$ cat config.mk
export PLATFORM = sky130hd
export DESIGN_NAME = dpu_pipe
export DESIGN_NICKNAME = d
export VERILOG_FILES = /design/src/rtl/dpu_pkg.sv /design/src/rtl/dpu_lane.sv /design/src/rtl/dpu_pipe.sv
export SDC_FILE = /design/constraint.sdc
export NUM_CORES = 2
export LEC_CHECK = 0
export BUFFER_PORTS_ARGS = -buffer_cell sky130_fd_sc_hd__buf_2
export CORE_ASPECT_RATIO = 2
export CORE_MARGIN = 5
export CORE_UTILIZATION = 51
export DETAILED_ROUTE_END_ITERATION = 16
export PLACE_DENSITY = 0.71
export REMOVE_ABC_BUFFERS = 1
export SYNTH_ARGS = -nofsm -noshare
export SYNTH_HDL_FRONTEND = slang
export SYNTH_HIERARCHICAL = 1
export SYNTH_SLANG_ARGS = --single-unit
export TNS_END_PERCENT = 100
$ cat constraint.sdc
create_clock -name clk -period 6.5 [get_ports clk]
set_input_delay 0.325 -clock clk [delete_from_list [all_inputs] [get_ports clk]]
set_output_delay 0.325 -clock clk [all_outputs]
set_load 0.005 [all_outputs]
$ cat src/rtl/dpu_pkg.sv
// Shared mode encoding, pipeline latency and the signed-saturation helper
// for the dual-stage lane datapath.
package dpu_pkg;

   typedef enum logic [1:0] {
      PASS = 2'b00,
      ADD  = 2'b01,
      MAC  = 2'b10,
      MAX  = 2'b11
   } mode_e;

   localparam int LATENCY = 2;

   // Wide enough to hold a sign-extended 2*WIDTH product for WIDTH up to 64.
   localparam int SAT_W = 136;

   // Clamp a sign-extended value to the signed range of a w-bit word.
   function automatic logic [SAT_W-1:0] sat_clamp(input logic [SAT_W-1:0] v,
                                                  input int unsigned   w);
      logic [SAT_W-1:0] one;
      logic [SAT_W-1:0] hi;
      logic [SAT_W-1:0] lo;
      one = SAT_W'(1);
      hi  = (one << (w - 1)) - one;
      lo  = ~hi;
      if ($signed(v) > $signed(hi)) begin
         return hi;
      end else if ($signed(v) < $signed(lo)) begin
         return lo;
      end
      return v;
   endfunction

endpackage

$ cat src/rtl/dpu_lane.sv
// One datapath lane: S1 captures operands and the weighted product,
// S2 forms the mode-dependent result into the output registers.
module dpu_lane
   import dpu_pkg::*;
#(
   parameter int WIDTH = 32,
   parameter int SAT   = 0
) (
   input  logic             clk,
   input  logic             rst,
   input  logic             s1_en_i,
   input  logic             s2_en_i,
   input  mode_e            mode_i,
   input  logic [WIDTH-1:0] x_i,
   input  logic [WIDTH-1:0] y_i,
   input  logic [WIDTH-1:0] w_i,
   output logic [WIDTH-1:0] xout_o,
   output logic [WIDTH-1:0] yout_o
);

   logic [WIDTH-1:0]          x_q;
   logic [WIDTH-1:0]          y_q;
   logic [WIDTH-1:0]          p_q;
   logic [WIDTH-1:0]          p_d;
   logic [WIDTH-1:0]          xout_q;
   logic [WIDTH-1:0]          yout_q;
   logic [WIDTH-1:0]          yout_d;
   logic signed [2*WIDTH-1:0] prod;
   logic [WIDTH:0]            sum_add;
   logic [WIDTH:0]            sum_mac;

   // The product is clamped before it is stored, so the S2 add sees an
   // in-range addend when saturation is enabled.
   always_comb begin
      prod = $signed(x_i) * $signed(w_i);
      p_d  = prod[WIDTH-1:0];
      if (SAT != 0) begin
         p_d = WIDTH'(sat_clamp({{(SAT_W-2*WIDTH){prod[2*WIDTH-1]}}, prod}, WIDTH));
      end
   end

   always_comb begin
      sum_add = {y_q[WIDTH-1], y_q} + {x_q[WIDTH-1], x_q};
      sum_mac = {y_q[WIDTH-1], y_q} + {p_q[WIDTH-1], p_q};
      yout_d  = y_q;
      case (mode_i)
         PASS: yout_d = y_q;
         ADD: begin
            yout_d = sum_add[WIDTH-1:0];
            if (SAT != 0) begin
               yout_d = WIDTH'(sat_clamp({{(SAT_W-WIDTH-1){sum_add[WIDTH]}}, sum_add}, WIDTH));
            end
         end
         MAC: begin
            yout_d = sum_mac[WIDTH-1:0];
            if (SAT != 0) begin
               yout_d = WIDTH'(sat_clamp({{(SAT_W-WIDTH-1){sum_mac[WIDTH]}}, sum_mac}, WIDTH));
            end
         end
         MAX: yout_d = ($signed(y_q) > $signed(x_q)) ? y_q : x_q;
         default: yout_d = y_q;
      endcase
   end

   always_ff @(posedge clk) begin
      if (rst) begin
         x_q    <= '0;
         y_q    <= '0;
         p_q    <= '0;
         xout_q <= '0;
         yout_q <= '0;
      end else begin
         if (s1_en_i) begin
            x_q <= x_i;
            y_q <= y_i;
            p_q <= p_d;
         end
         if (s2_en_i) begin
            xout_q <= x_q;
            yout_q <= yout_d;
         end
      end
   end

   assign xout_o = xout_q;
   assign yout_o = yout_q;

endmodule

$ cat src/rtl/dpu_pipe.sv
// Two-stage multi-lane datapath with valid/ready handshake, per-lane weight
// registers and a consumed-result counter.
module dpu_pipe
   import dpu_pkg::*;
#(
   parameter  int WIDTH = 32,
   parameter  int LANES = 2,
   parameter  int SAT   = 0,
   localparam int SELW  = (LANES > 1) ? $clog2(LANES) : 1
) (
   input  logic                   clk,
   input  logic                   rst,
   input  logic                   in_valid,
   output logic                   in_ready,
   input  logic [1:0]             mode,
   input  logic [LANES*WIDTH-1:0] xin,
   input  logic [LANES*WIDTH-1:0] yin,
   input  logic                   w_load,
   input  logic [SELW-1:0]        w_sel,
   input  logic [WIDTH-1:0]       w_in,
   output logic                   out_valid,
   input  logic                   out_ready,
   output logic [LANES*WIDTH-1:0] xout,
   output logic [LANES*WIDTH-1:0] yout,
   output logic [15:0]            done_cnt
);

   logic [WIDTH-1:0] w_q [LANES];
   logic             s1_valid_q;
   logic             s1_valid_d;
   mode_e            s1_mode_q;
   mode_e            s1_mode_d;
   logic             out_valid_q;
   logic             out_valid_d;
   logic [15:0]      done_cnt_q;
   logic [15:0]      done_cnt_d;
   logic             stall;
   logic             accept;
   logic             s2_en;

   always_comb begin
      stall       = out_valid_q & ~out_ready;
      in_ready    = ~stall & ~rst;
      accept      = in_valid & in_ready;
      s2_en       = ~stall & s1_valid_q;
      s1_valid_d  = s1_valid_q;
      s1_mode_d   = s1_mode_q;
      out_valid_d = out_valid_q;
      done_cnt_d  = done_cnt_q;
      if (!stall) begin
         s1_valid_d  = accept;
         out_valid_d = s1_valid_q;
      end
      if (accept) begin
         s1_mode_d = mode_e'(mode);
      end
      if (out_valid_q && out_ready) begin
         done_cnt_d = done_cnt_q + 16'd1;
      end
   end

   // Weight writes land at the same edge that captures a concurrent
   // transaction, so that transaction still multiplies by the old weight.
   always_ff @(posedge clk) begin
      if (rst) begin
         s1_valid_q  <= 1'b0;
         s1_mode_q   <= PASS;
         out_valid_q <= 1'b0;
         done_cnt_q  <= '0;
         for (int i = 0; i < LANES; i++) begin
            w_q[i] <= '0;
         end
      end else begin
         s1_valid_q  <= s1_valid_d;
         s1_mode_q   <= s1_mode_d;
         out_valid_q <= out_valid_d;
         done_cnt_q  <= done_cnt_d;
         for (int i = 0; i < LANES; i++) begin
            if (w_load && (int'(w_sel) == i)) begin
               w_q[i] <= w_in;
            end
         end
      end
   end

   for (genvar i = 0; i < LANES; i++) begin : g_lane
      dpu_lane #(
         .WIDTH (WIDTH),
         .SAT   (SAT)
      ) u_lane (
         .clk     (clk),
         .rst     (rst),
         .s1_en_i (accept),
         .s2_en_i (s2_en),
         .mode_i  (s1_mode_q),
         .x_i     (xin[i*WIDTH +: WIDTH]),
         .y_i     (yin[i*WIDTH +: WIDTH]),
         .w_i     (w_q[i]),
         .xout_o  (xout[i*WIDTH +: WIDTH]),
         .yout_o  (yout[i*WIDTH +: WIDTH])
      );
   end

   assign out_valid = out_valid_q;
   assign done_cnt  = done_cnt_q;

endmodule

==> impl_metrics.csv <==
group,metric,value,unit
min_path,holdPathStages,2,
drt,drc,0,
timing,fin_ws,-646.5,ps
clocking,clkSinkCount,404,
timing,min_period,7146,ps
critical_path,crit_fanout,4,
timing,worst_pin_slew,1054,ps
die,dieArea,112500,um^2
clocking,path_clk_slew,70,ps
synth,syn_inst,5963,
global_route,antenna_found_initial,21,
timing,report.final.slew_viol_count,0,
critical_path,arrival,7650,ps
synth,synth_area,53820,um^2
timing,finalSetupViolCount,30,
global_route,gr-total-overflow,0,
global_route,grt_max_degree,98,
drt,wirelength,210900,um
synth,yosys_register_bits,404,
cells_and_area,final_util,0.6194,
critical_path,crit_required,7010,ps
synth,avgSynthCellArea,9.026,um^2
critical_path,path_buf_inv,6,
timing,min_period_over_period,1.099,
critical_path,crit_chain,"buf_12 > buf_12 > buf_8 > nand2_2 > fa_1 > fa_1 > inv_2 > fa_1 > inv_1 > fa_1 > inv_2 > fa_1 > fa_1 > fa_1 > fa_1 > ha_4 > a21o_1 > a21o_1 > a21o_1 > a21o_4 > a211oi_4 > nor4_2 > or4_1",
drt,dr.pass1.iters,6,
drt,via_per_inst,5.707,
synth,ys_types,97,
synth,synth-seq-area-share,0.1622,
global_route,grtUsageTotal,0.3691,
clocking,clkLatencyLatePin,640,ps
critical_path,r2r-start,"w_q[0][37]$_DFFE_PP_",
run,max-cap-violations,0,
global_route,grt_pass1_vias,50550,
clocking,cts_buffers,44,
synth,synth-edff-count,64,
critical_path,rr_worst_depth,23,
placed_design,gp_congestion,1.020,
clocking,cts.path.max_buffers,3,
timing,hold_viol,0,
placed_design,dp_hpwl,171300,um
timing,skew,17.40,ps
outcome,status,"finished with violations",
critical_path,end_kind,"register",
cells_and_area,fin_nets,8067,
drt,drt_iter0_markers,2729,
die,start_util,0.5131,
synth,yosysWarnings,6,
timing,rsz0062_at_grt,"yes",
cells_and_area,syn_to_final_growth,20.71,%
timing,slew_headroom,0.2898,
outcome,violations,"negative setup slack",
synth,synthFlopType,"dfxtp_1",
drt,wl_per_cell,26.18,um
placed_design,place_ws,-856.8,ps
die,core-area,104900,um^2
min_path,min_from,"w_in[31]",
die,die_h,469.4,um
critical_path,crit_type,"register to register",
drt,vias,45970,
critical_path,cp_top_family,"adder cells",
cells_and_area,mostFrequentLayoutCell,"inv_1",
critical_path,worst_path_max_delay_cell,"fa_1",
cells_and_area,final_cell_mix,"980 x inv_1, 752 x fa_1, 641 x and2_1",
clocking,cts_root_buffer,"clkbuf_16",
cells_and_area,drive_gt1_frac,0.2001,
die,fp.dieW,239.7,um
clocking,cts.htree.levels,2,
die,std_cell_rows,168,
critical_path,timing.rr.end,"g_lane[1].u_lane/p_q[28]$_SDFFE_PP0P_",
die,io_pins,314,
critical_path,rrSetupSlack,-650,ps
synth,async_flop_share,0,
clocking,cts_tree,"done",
min_path,worstHoldEndpoint,"w_q[0][63]$_DFFE_PP_",
timing,max_freq,0.1399,GHz
critical_path,crit_path_start_kind,"register",
critical_path,slowest_delay,570,ps
drt,ant_nets,0,
placed_design,io_buffer_count,313,
critical_path,cpMostUsedCell,"fa_1",
global_route,grt_pass1_wl,308100,um
min_path,worstHoldPathType,"primary input to register",
## sequential cells by signal (all words and copies together) (netlist names)
name,count
s1_mode_q,2
done_cnt,16
w_q,64
g_lane.u_lane/p_q,64
g_lane.u_lane/y_q,64
g_lane.u_lane/x_q,64
g_lane.u_lane/yout_o,64
s1_valid_q,1
out_valid,1
g_lane.u_lane/xout_o,64
## synth_stat cells, types with 8 or more instances
library cell  count  area, um^2
inv_1          1033        3877
fa_1            818       16380
and2_1          671        4198
nand2_1         589        2211
ha_1            433        5418
nor2_1          356        1336
dfxtp_1         340        6807
clkbuf_1        268        1006
mux2i_1         243        2432
o21ai_0         165       825.8
xnor2_1         160        1401
a21oi_1         115       575.6
edfxtp_1         64        1922
a21o_1           59       442.9
xor2_1           53       464.2
nand3_1          52       260.3
a211oi_1         49       367.9
nand2b_1         38       237.7
nor3_1           37       185.2
buf_1            26       97.59
a31oi_1          19       118.9
nor2b_1          19       118.9
o21a_1           19       142.6
nand4_1          18       112.6
or3_1            18       112.6
a221oi_2         17       255.2
and3_1           15       93.84
a221oi_1         14       122.6
o21ai_1          14       70.07
a311oi_1         12       105.1
nor4_1           12       75.07
o21bai_1         12       90.09
nand3b_1         10       75.07
a311o_1           9       90.09
o22ai_1           9       56.30
a311oi_2          8       120.1
nor3b_1           8       60.06
## routing by layer
metal  track usage  vias to the layer above  part of all wire
met5             0                        -           0.00039
met4        0.3771                       12              0.14
met3       0.06156                     1084             0.055
met2        0.6605                     1959              0.51
met1        0.3349                    22860              0.30
li1              -                    20060                 -
## what timing repair did
action / in CTS / in global routing
cloned: 3 / 4
gates resized for setup: 227 / 201
setup endpoints to repair: 32 / 36
setup buffers: 47 / 34
endpoints found under the hold margin: 68 / 0
hold buffers: 68 / 0
pin swaps: 156 / 216
## final cells by class
cell class / instances / area (um^2)
Multi-Input combinational cell: 4221 / 41600
Clock buffer: 55 / 1265
Sequential cell: 404 / 8728
Fill cell: 8849 / 39920
Timing Repair Buffer: 944 / 7400
Tap cell: 1360 / 1702
Clock inverter: 25 / 354.1
Antenna cell: 14 / 35.03
Inverter: 1033 / 3887
## logic make-up (layout without fill, tap and decap cells)
logic type / count (synthesis) / in the layout / share of synthesized area
AND/OR/NAND/NOR: 1876 / 1876 / 0.1745
buffers and inverters: 1338 / 2057 / 0.09436
adder cells (fa/ha/maj): 1251 / 1251 / 0.4049
AO/OA/AOI/OAI: 623 / 623 / 0.08060
flip-flops: 404 / 404 / 0.1622
multiplexers: 256 / 256 / 0.04791
XOR/XNOR: 215 / 215 / 0.03550
other: 0 / 14 / 0
## metrics by stage
step                instances  hold slack [ps]  area [um^2]  TNS (ps)
finish                   8056            29.46        64970    -10330
global route             8043            20.97        64930    -15440
CTS                      8011            2.618        63760     -9880
detailed placement       7819            459.4        60040    -15690
global placement         7819            453.6        60040    -14320
floorplan                5658            389.6        52620    -29450
## how the worst max path moves through the flow
stage	from	to	slack, ps	cells after the start
final	w_q[0][37]$_DFFE_PP_	g_lane[1].u_lane/p_q[28]$_SDFFE_PP0P_	-650	23
after global routing	w_q[0][7]$_DFFE_PP_	g_lane[0].u_lane/p_q[29]$_SDFFE_PP0P_	-820	24
after CTS	w_q[0][7]$_DFFE_PP_	g_lane[0].u_lane/p_q[27]$_SDFFE_PP0P_	-660	23
after detailed placement	w_q[0][5]$_DFFE_PP_	g_lane[0].u_lane/p_q[29]$_SDFFE_PP0P_	-860	23
after global placement	w_q[0][5]$_DFFE_PP_	g_lane[0].u_lane/p_q[29]$_SDFFE_PP0P_	-780	25
after floorplan	out_valid$_SDFFE_PP0N_	g_lane[0].u_lane/p_q[29]$_SDFFE_PP0P_	-1040	8
Power is left out: the tool's default activity adds up to more than one toggle a clock period on the data nets, which glitch-free logic cannot reach.
